`src/rtl/arith_word_sequencer_if.sv`:
```
// Handshake and status bundle between instruction decode (master) and the
// arithmetic word-time sequencer (slave). Suffixes are from the sequencer's side.
interface arith_word_sequencer_if #(
    parameter int STEP_W = 4
);
    logic              start_i;
    logic [3:0]        opcode_i;
    logic              divz_i;
    logic              abort_i;
    logic [4:0]        bit_o;
    logic              firstbit_o;
    logic              lastbit_o;
    logic              pa_o;
    logic              pb_o;
    logic              pc_o;
    logic [STEP_W-1:0] step_o;
    logic              laststep_o;
    logic              busy_o;
    logic              done_o;
    logic              diverr_o;

    modport master (
        output start_i, opcode_i, divz_i, abort_i,
        input  bit_o, firstbit_o, lastbit_o, pa_o, pb_o, pc_o,
               step_o, laststep_o, busy_o, done_o, diverr_o
    );

    modport slave (
        input  start_i, opcode_i, divz_i, abort_i,
        output bit_o, firstbit_o, lastbit_o, pa_o, pb_o, pc_o,
               step_o, laststep_o, busy_o, done_o, diverr_o
    );
endinterface

```
`src/rtl/arith_word_sequencer.sv`:
```
// Word-time sequencer: free-running bit-time count plus the PA / N x PB / PC
// phase sequence that gates the serial adder, shift logic and writeback.
//
// state   | meaning
// IDLE    | no operation
// PEND    | start accepted, waiting for the next word boundary
// PHA     | PA word (operand fetch / setup)
// PHB     | PB words, STEP indexes the current one
// PHC     | PC word (writeback), DONE on its last bit
module arith_word_sequencer #(
    parameter int WORD_BITS = 28,
    parameter int MPY_WORDS = 4,
    parameter int DIV_WORDS = 8,
    parameter int STEP_W    = 4
) (
    input logic                   clk_i,
    input logic                   rst_n_i,
    arith_word_sequencer_if.slave bus
);
    localparam logic [2:0] ST_IDLE = 3'd0;
    localparam logic [2:0] ST_PEND = 3'd1;
    localparam logic [2:0] ST_PHA  = 3'd2;
    localparam logic [2:0] ST_PHB  = 3'd3;
    localparam logic [2:0] ST_PHC  = 3'd4;

    localparam logic [4:0]        BIT_LAST = 5'(WORD_BITS - 1);
    localparam logic [3:0]        OP_MPY   = 4'h4;
    localparam logic [3:0]        OP_DIV   = 4'h5;
    localparam logic [STEP_W-1:0] MPY_LAST = STEP_W'(MPY_WORDS - 1);
    localparam logic [STEP_W-1:0] DIV_LAST = STEP_W'(DIV_WORDS - 1);

    logic [4:0]        bit_q, bit_d;
    logic [2:0]        state_q, state_d;
    logic [3:0]        op_q, op_d;
    logic [STEP_W-1:0] step_q, step_d;
    logic              err_q, err_d;
    logic              lastbit;
    logic [STEP_W-1:0] step_last;

    assign lastbit = (bit_q == BIT_LAST);
    assign bit_d   = lastbit ? 5'd0 : bit_q + 5'd1;

    always_comb begin
        step_last = '0;
        if (op_q == OP_MPY)
            step_last = MPY_LAST;
        else if (op_q == OP_DIV)
            step_last = DIV_LAST;
    end

    always_comb begin
        state_d = state_q;
        op_d    = op_q;
        step_d  = step_q;
        err_d   = err_q;
        if (bus.abort_i) begin
            // Abort also vetoes a start presented in the same cycle.
            state_d = ST_IDLE;
            step_d  = '0;
            err_d   = 1'b0;
        end else begin
            case (state_q)
                ST_IDLE: begin
                    if (bus.start_i) begin
                        op_d    = bus.opcode_i;
                        state_d = lastbit ? ST_PHA : ST_PEND;
                    end
                end
                ST_PEND: begin
                    if (lastbit)
                        state_d = ST_PHA;
                end
                ST_PHA: begin
                    if (lastbit) begin
                        step_d = '0;
                        if (op_q == OP_DIV && bus.divz_i) begin
                            state_d = ST_PHC;
                            err_d   = 1'b1;
                        end else begin
                            state_d = ST_PHB;
                        end
                    end
                end
                ST_PHB: begin
                    if (lastbit) begin
                        if (step_q == step_last) begin
                            state_d = ST_PHC;
                            step_d  = '0;
                        end else begin
                            step_d = step_q + 1'b1;
                        end
                    end
                end
                ST_PHC: begin
                    if (lastbit) begin
                        err_d = 1'b0;
                        if (bus.start_i) begin
                            op_d    = bus.opcode_i;
                            state_d = ST_PHA;
                        end else begin
                            state_d = ST_IDLE;
                        end
                    end
                end
                default: state_d = ST_IDLE;
            endcase
        end
    end

    always_ff @(posedge clk_i or negedge rst_n_i) begin
        if (!rst_n_i) begin
            bit_q   <= 5'd0;
            state_q <= ST_IDLE;
            op_q    <= 4'h0;
            step_q  <= '0;
            err_q   <= 1'b0;
        end else begin
            bit_q   <= bit_d;
            state_q <= state_d;
            op_q    <= op_d;
            step_q  <= step_d;
            err_q   <= err_d;
        end
    end

    assign bus.bit_o      = bit_q;
    assign bus.firstbit_o = (bit_q == 5'd0);
    assign bus.lastbit_o  = lastbit;
    assign bus.pa_o       = (state_q == ST_PHA);
    assign bus.pb_o       = (state_q == ST_PHB);
    assign bus.pc_o       = (state_q == ST_PHC);
    assign bus.step_o     = step_q;
    assign bus.laststep_o = (state_q == ST_PHB) && (step_q == step_last);
    assign bus.busy_o     = (state_q != ST_IDLE);
    // An abort landing on the PC last bit must still cancel the completion,
    // so the pulse is the only output qualified by an input.
    assign bus.done_o     = (state_q == ST_PHC) && lastbit && !bus.abort_i;
    assign bus.diverr_o   = bus.done_o && err_q;
endmodule
```
`src/flat_wrapper.sv`:
```
// flat-port wrapper written by rule: the top's interface ports become plain ports
module arith_word_sequencer_flat 
#(
    parameter int WORD_BITS = 28,
    parameter int MPY_WORDS = 4,
    parameter int DIV_WORDS = 8,
    parameter int STEP_W    = 4
)
  (clk_i, rst_n_i, bus_start_i, bus_opcode_i, bus_divz_i, bus_abort_i, bus_bit_o, bus_firstbit_o, bus_lastbit_o, bus_pa_o, bus_pb_o, bus_pc_o, bus_step_o, bus_laststep_o, bus_busy_o, bus_done_o, bus_diverr_o);
  arith_word_sequencer_if #(.STEP_W(STEP_W)) bus_i ();
  input logic clk_i;
  input logic rst_n_i;
  input wire logic [$bits(bus_i.start_i)-1:0] bus_start_i;
  input wire logic [$bits(bus_i.opcode_i)-1:0] bus_opcode_i;
  input wire logic [$bits(bus_i.divz_i)-1:0] bus_divz_i;
  input wire logic [$bits(bus_i.abort_i)-1:0] bus_abort_i;
  output wire logic [$bits(bus_i.bit_o)-1:0] bus_bit_o;
  output wire logic [$bits(bus_i.firstbit_o)-1:0] bus_firstbit_o;
  output wire logic [$bits(bus_i.lastbit_o)-1:0] bus_lastbit_o;
  output wire logic [$bits(bus_i.pa_o)-1:0] bus_pa_o;
  output wire logic [$bits(bus_i.pb_o)-1:0] bus_pb_o;
  output wire logic [$bits(bus_i.pc_o)-1:0] bus_pc_o;
  output wire logic [$bits(bus_i.step_o)-1:0] bus_step_o;
  output wire logic [$bits(bus_i.laststep_o)-1:0] bus_laststep_o;
  output wire logic [$bits(bus_i.busy_o)-1:0] bus_busy_o;
  output wire logic [$bits(bus_i.done_o)-1:0] bus_done_o;
  output wire logic [$bits(bus_i.diverr_o)-1:0] bus_diverr_o;
  assign bus_i.start_i = bus_start_i;
  assign bus_i.opcode_i = bus_opcode_i;
  assign bus_i.divz_i = bus_divz_i;
  assign bus_i.abort_i = bus_abort_i;
  assign bus_bit_o = bus_i.bit_o;
  assign bus_firstbit_o = bus_i.firstbit_o;
  assign bus_lastbit_o = bus_i.lastbit_o;
  assign bus_pa_o = bus_i.pa_o;
  assign bus_pb_o = bus_i.pb_o;
  assign bus_pc_o = bus_i.pc_o;
  assign bus_step_o = bus_i.step_o;
  assign bus_laststep_o = bus_i.laststep_o;
  assign bus_busy_o = bus_i.busy_o;
  assign bus_done_o = bus_i.done_o;
  assign bus_diverr_o = bus_i.diverr_o;
  arith_word_sequencer #(.WORD_BITS(WORD_BITS), .MPY_WORDS(MPY_WORDS), .DIV_WORDS(DIV_WORDS), .STEP_W(STEP_W)) u_core (.clk_i(clk_i), .rst_n_i(rst_n_i), .bus(bus_i));
endmodule
```
`config.mk`:
```
export PLATFORM = sky130hd
export DESIGN_NAME = arith_word_sequencer_flat
export DESIGN_NICKNAME = d
export VERILOG_FILES = /design/src/rtl/arith_word_sequencer_if.sv /design/src/rtl/arith_word_sequencer.sv /design/src/flat_wrapper.sv
export SDC_FILE = /design/constraint.sdc
export NUM_CORES = 1
export LEC_CHECK = 0
export CELL_PAD_IN_SITES_DETAIL_PLACEMENT = 0
export CELL_PAD_IN_SITES_GLOBAL_PLACEMENT = 1
export CORE_AREA = 8 8 60 62
export CTS_BUF_LIST = sky130_fd_sc_hd__clkbuf_16
export CTS_CLUSTER_SIZE = 8
export DETAILED_ROUTE_END_ITERATION = 8
export DIE_AREA = 0 0 68 70
export PLACE_DENSITY_LB_ADDON = 0.1
export SYNTH_ARGS = -nofsm -noshare
export SYNTH_HDL_FRONTEND = slang
export SYNTH_SLANG_ARGS = --single-unit
```
`constraint.sdc`:
```
create_clock -name clk_i -period 3.6 [get_ports clk_i]
set_clock_uncertainty 0.2 [all_clocks]
set_input_delay 0.72 -clock clk_i [delete_from_list [all_inputs] [get_ports clk_i]]
set_output_delay 0.72 -clock clk_i [all_outputs]
set_load 0.05 [all_outputs]
```
==> results of run 1 <==
## synthesized netlist by cell type (2+ instances only)
library cell  number
inv_1              3
nand2b_1           3
a21oi_1            7
clkbuf_1           2
buf_2              2
and2_1             2
ha_1               3
dfrtp_1           17
nor2b_1            2
o21ai_1            2
nand2_1            9
nand3_1            4
or3_1              2
mux2_2             6
nor2_1             9
a31oi_1            3
nand3b_1           2
o21ai_0            3
## final cells by class
cell class              instances  share of cell area
multi-input cells              77               0.392
flip-flops and latches         17               0.315
repair buffers                 27               0.194
clock buffers                   3              0.0555
well taps                      31              0.0287
inverters                       4              0.0111
clock inverters                 1             0.00370
## worst max-delay path, cell delays in order, from the launching register on
cell	delay (ps)
dfrtp_1	440
or3_1	390
mux2i_1	200
and3_2	210
clkdlybuf4s50_1	790
## logic make-up (layout without fill, tap and decap cells)
family | Yosys count | count (layout) | share of synthesized area
buffers and inverters | 8 | 35 | 0.0331
adders and majority gates | 3 | 3 | 0.0382
and+or+nand+nor | 42 | 42 | 0.238
AOI/OAI and AO/OA | 21 | 21 | 0.135
muxes | 9 | 9 | 0.106
xor gates and xnor gates | 2 | 2 | 0.0178
DFF | 17 | 17 | 0.433
## final timing paths
kind / to / slack [ps]
min in group asynchronous: u_core.op_q[2] / 740
max: bus_laststep_o / 400
max in group asynchronous: u_core.bus.step_o[1] / 1970
max reg2reg: u_core.bus.step_o[3] / 1500
min reg2reg: u_core.op_q[0] / 300
min: u_core.op_q[0] / 300
## stage by stage
| stage | hold slack, ps | cells |
|---|---|---|
| after floorplan | 224 | 102 |
| after global placement | 287 | 156 |
| after detailed placement | 291 | 156 |
| after CTS | 303 | 160 |
| after global routing | 308 | 160 |
| final | 298 | 160 |
## routing by layer
layer | track usage | wire (µm)
met4 | 0.0273 | 19
met2 | 0.152 | 1060
met3 | 0.0478 | 168
met5 | 0 | 0
met1 | 0.132 | 1110
## flip-flops by register name (all words and copies together) (netlist names)
name,count
u_core.bus.bit_o,5
u_core.bus.step_o,4
u_core.err_q,1
u_core.op_q,4
u_core.state_q,3
## power groups by stage
stage          logic [µW]  registers [µW]  clock network, µW
2_1_floorplan         217             245                  0
3_3_place_gp          265             273                  0
3_5_place_dp          262             272                  0
4_1_cts               263             269                229
5_1_grt               281             277                239
6_report              261             270                222
==> reports/results.txt, run 1 <==
CP Max Fanout: 7
final hold viol count: 0
Detailed Place HPWL: 1.81 mm
worst slack at placement: 656 ps
setup TNS: 0 ps
core area: 2660 µm²
sw frac: 0.347
CTS Root Cell: clkbuf_16
DR vias: 845
Synth area leader: dfrtp_1
hold buffer count at cts: 0
status: completed
post-synthesis cell count: 102
Setup Fix Bufs, Post-CTS: 0
Num CTS Buffers: 3
Max-cap violations: 0
Critical Path AT: 2280 ps
Tot Pwr: 753 µW
clock share of power: 0.294
crit path time final: 3200 ps
die width: 68 µm
Iter 0 DRT Violations: 30
CP Data Required Time: 2680 ps
Filler Cells Inserted: 268
final instance area: 1350 µm²
Psw: 261 µW
pins over their slew limit: 0
H-tree depth: 1
GRT Total Usage: 0.104
# clock sinks: 17
starting density of the core: 0.369
f_max: 312 MHz
Cell Area, Synth: 983 µm²
Antenna diodes: 0
RSZ-0062 raised after global routing: no
setup violators final: 0
Seq/Total Area, Yosys: 0.433
CTS tree: done
Seq. cell area: 425 µm²
full die area: 4760 µm²
top cells by area, synth: dfrtp_1 (43%), mux2_2 (6.9%), ha_1 (3.8%)
Power Dens Cells: 557 nW/µm²
vias in the first global route: 799
Die Ht: 70 µm
commonest non-fill, non-tap cells in the layout: clkdlybuf4s50_1 (24), dfrtp_1 (17), nand2_1 (9), nor2_1 (9), a21oi_1 (7)
Final ANT Viol Nets: 0
antenna violations before repair: 0
first-pass GRT wire length: 3.84 mm
largest net degree at the start of global routing: 18
row cnt: 19
post-synthesis area per instance: 9.64 µm²
critical path type: flop to output port
Crit. End Element: output port
VDD IR max: 0.344 mV
placed inst area: 1270 µm²
Ports: 27
PortBufs: 26
Yosys cell types: 39
worst hold path class: flop to flop
most common cell after layout, fill and taps aside: clkdlybuf4s50_1
final wirelength: 2.36 mm
fraction of registers with async set/reset: 1.00
grt ovf: 0
hold depth: 1
final worst setup slack: 397 ps
Yosys Warn Count: 0
worst setup path startpoint: u_core.bus.step_o[0]
Mapped Nets: 114
GPL Wtd Cong: 0.832
HP Start: u_core.op_q[0]
share of cells above drive strength 1: 0.147
Cell Int Power: 491 µW
residual DRC count: 0
power share of the combinational group: 0.347
ys flop type: dfrtp_1
R2R cell count: 7
clk slew on worst S/H paths: 50 ps
relative slew slack: 0.471
footprint of the multi-input gates: 531 µm²
leak pwr: 0.000549 µW
Sequential Power Share: 0.358
DR pass1 iterations: 4
vias per cell: 5.28
slew of the pin with the lowest slew margin: 791 ps
worst-skew pair later-pin latency: 250 ps
Post-synth EDFFs: 0
area delta synth->final: 37.5%
NumNets Final: 142
Synth top area share: 0.433
post-cts resize count: 0
Final Cycle Share: 0.890
Yosys reg bits: 17
Bufs on Longest Clock Path: 2
FF-to-FF Start: u_core.bus.bit_o[0]
startpoint types: flop
Wirelength per Cell: 14.7 µm
fin util: 0.508
(Power assumes the default switching activity.)
==> run 2, diff against run 1 <==
Settings changed: CTS_CLUSTER_SIZE 8 to unset.
==> results of run 2 <==
Same layout as run 1: the final DEF is identical, and so are final timing and power.
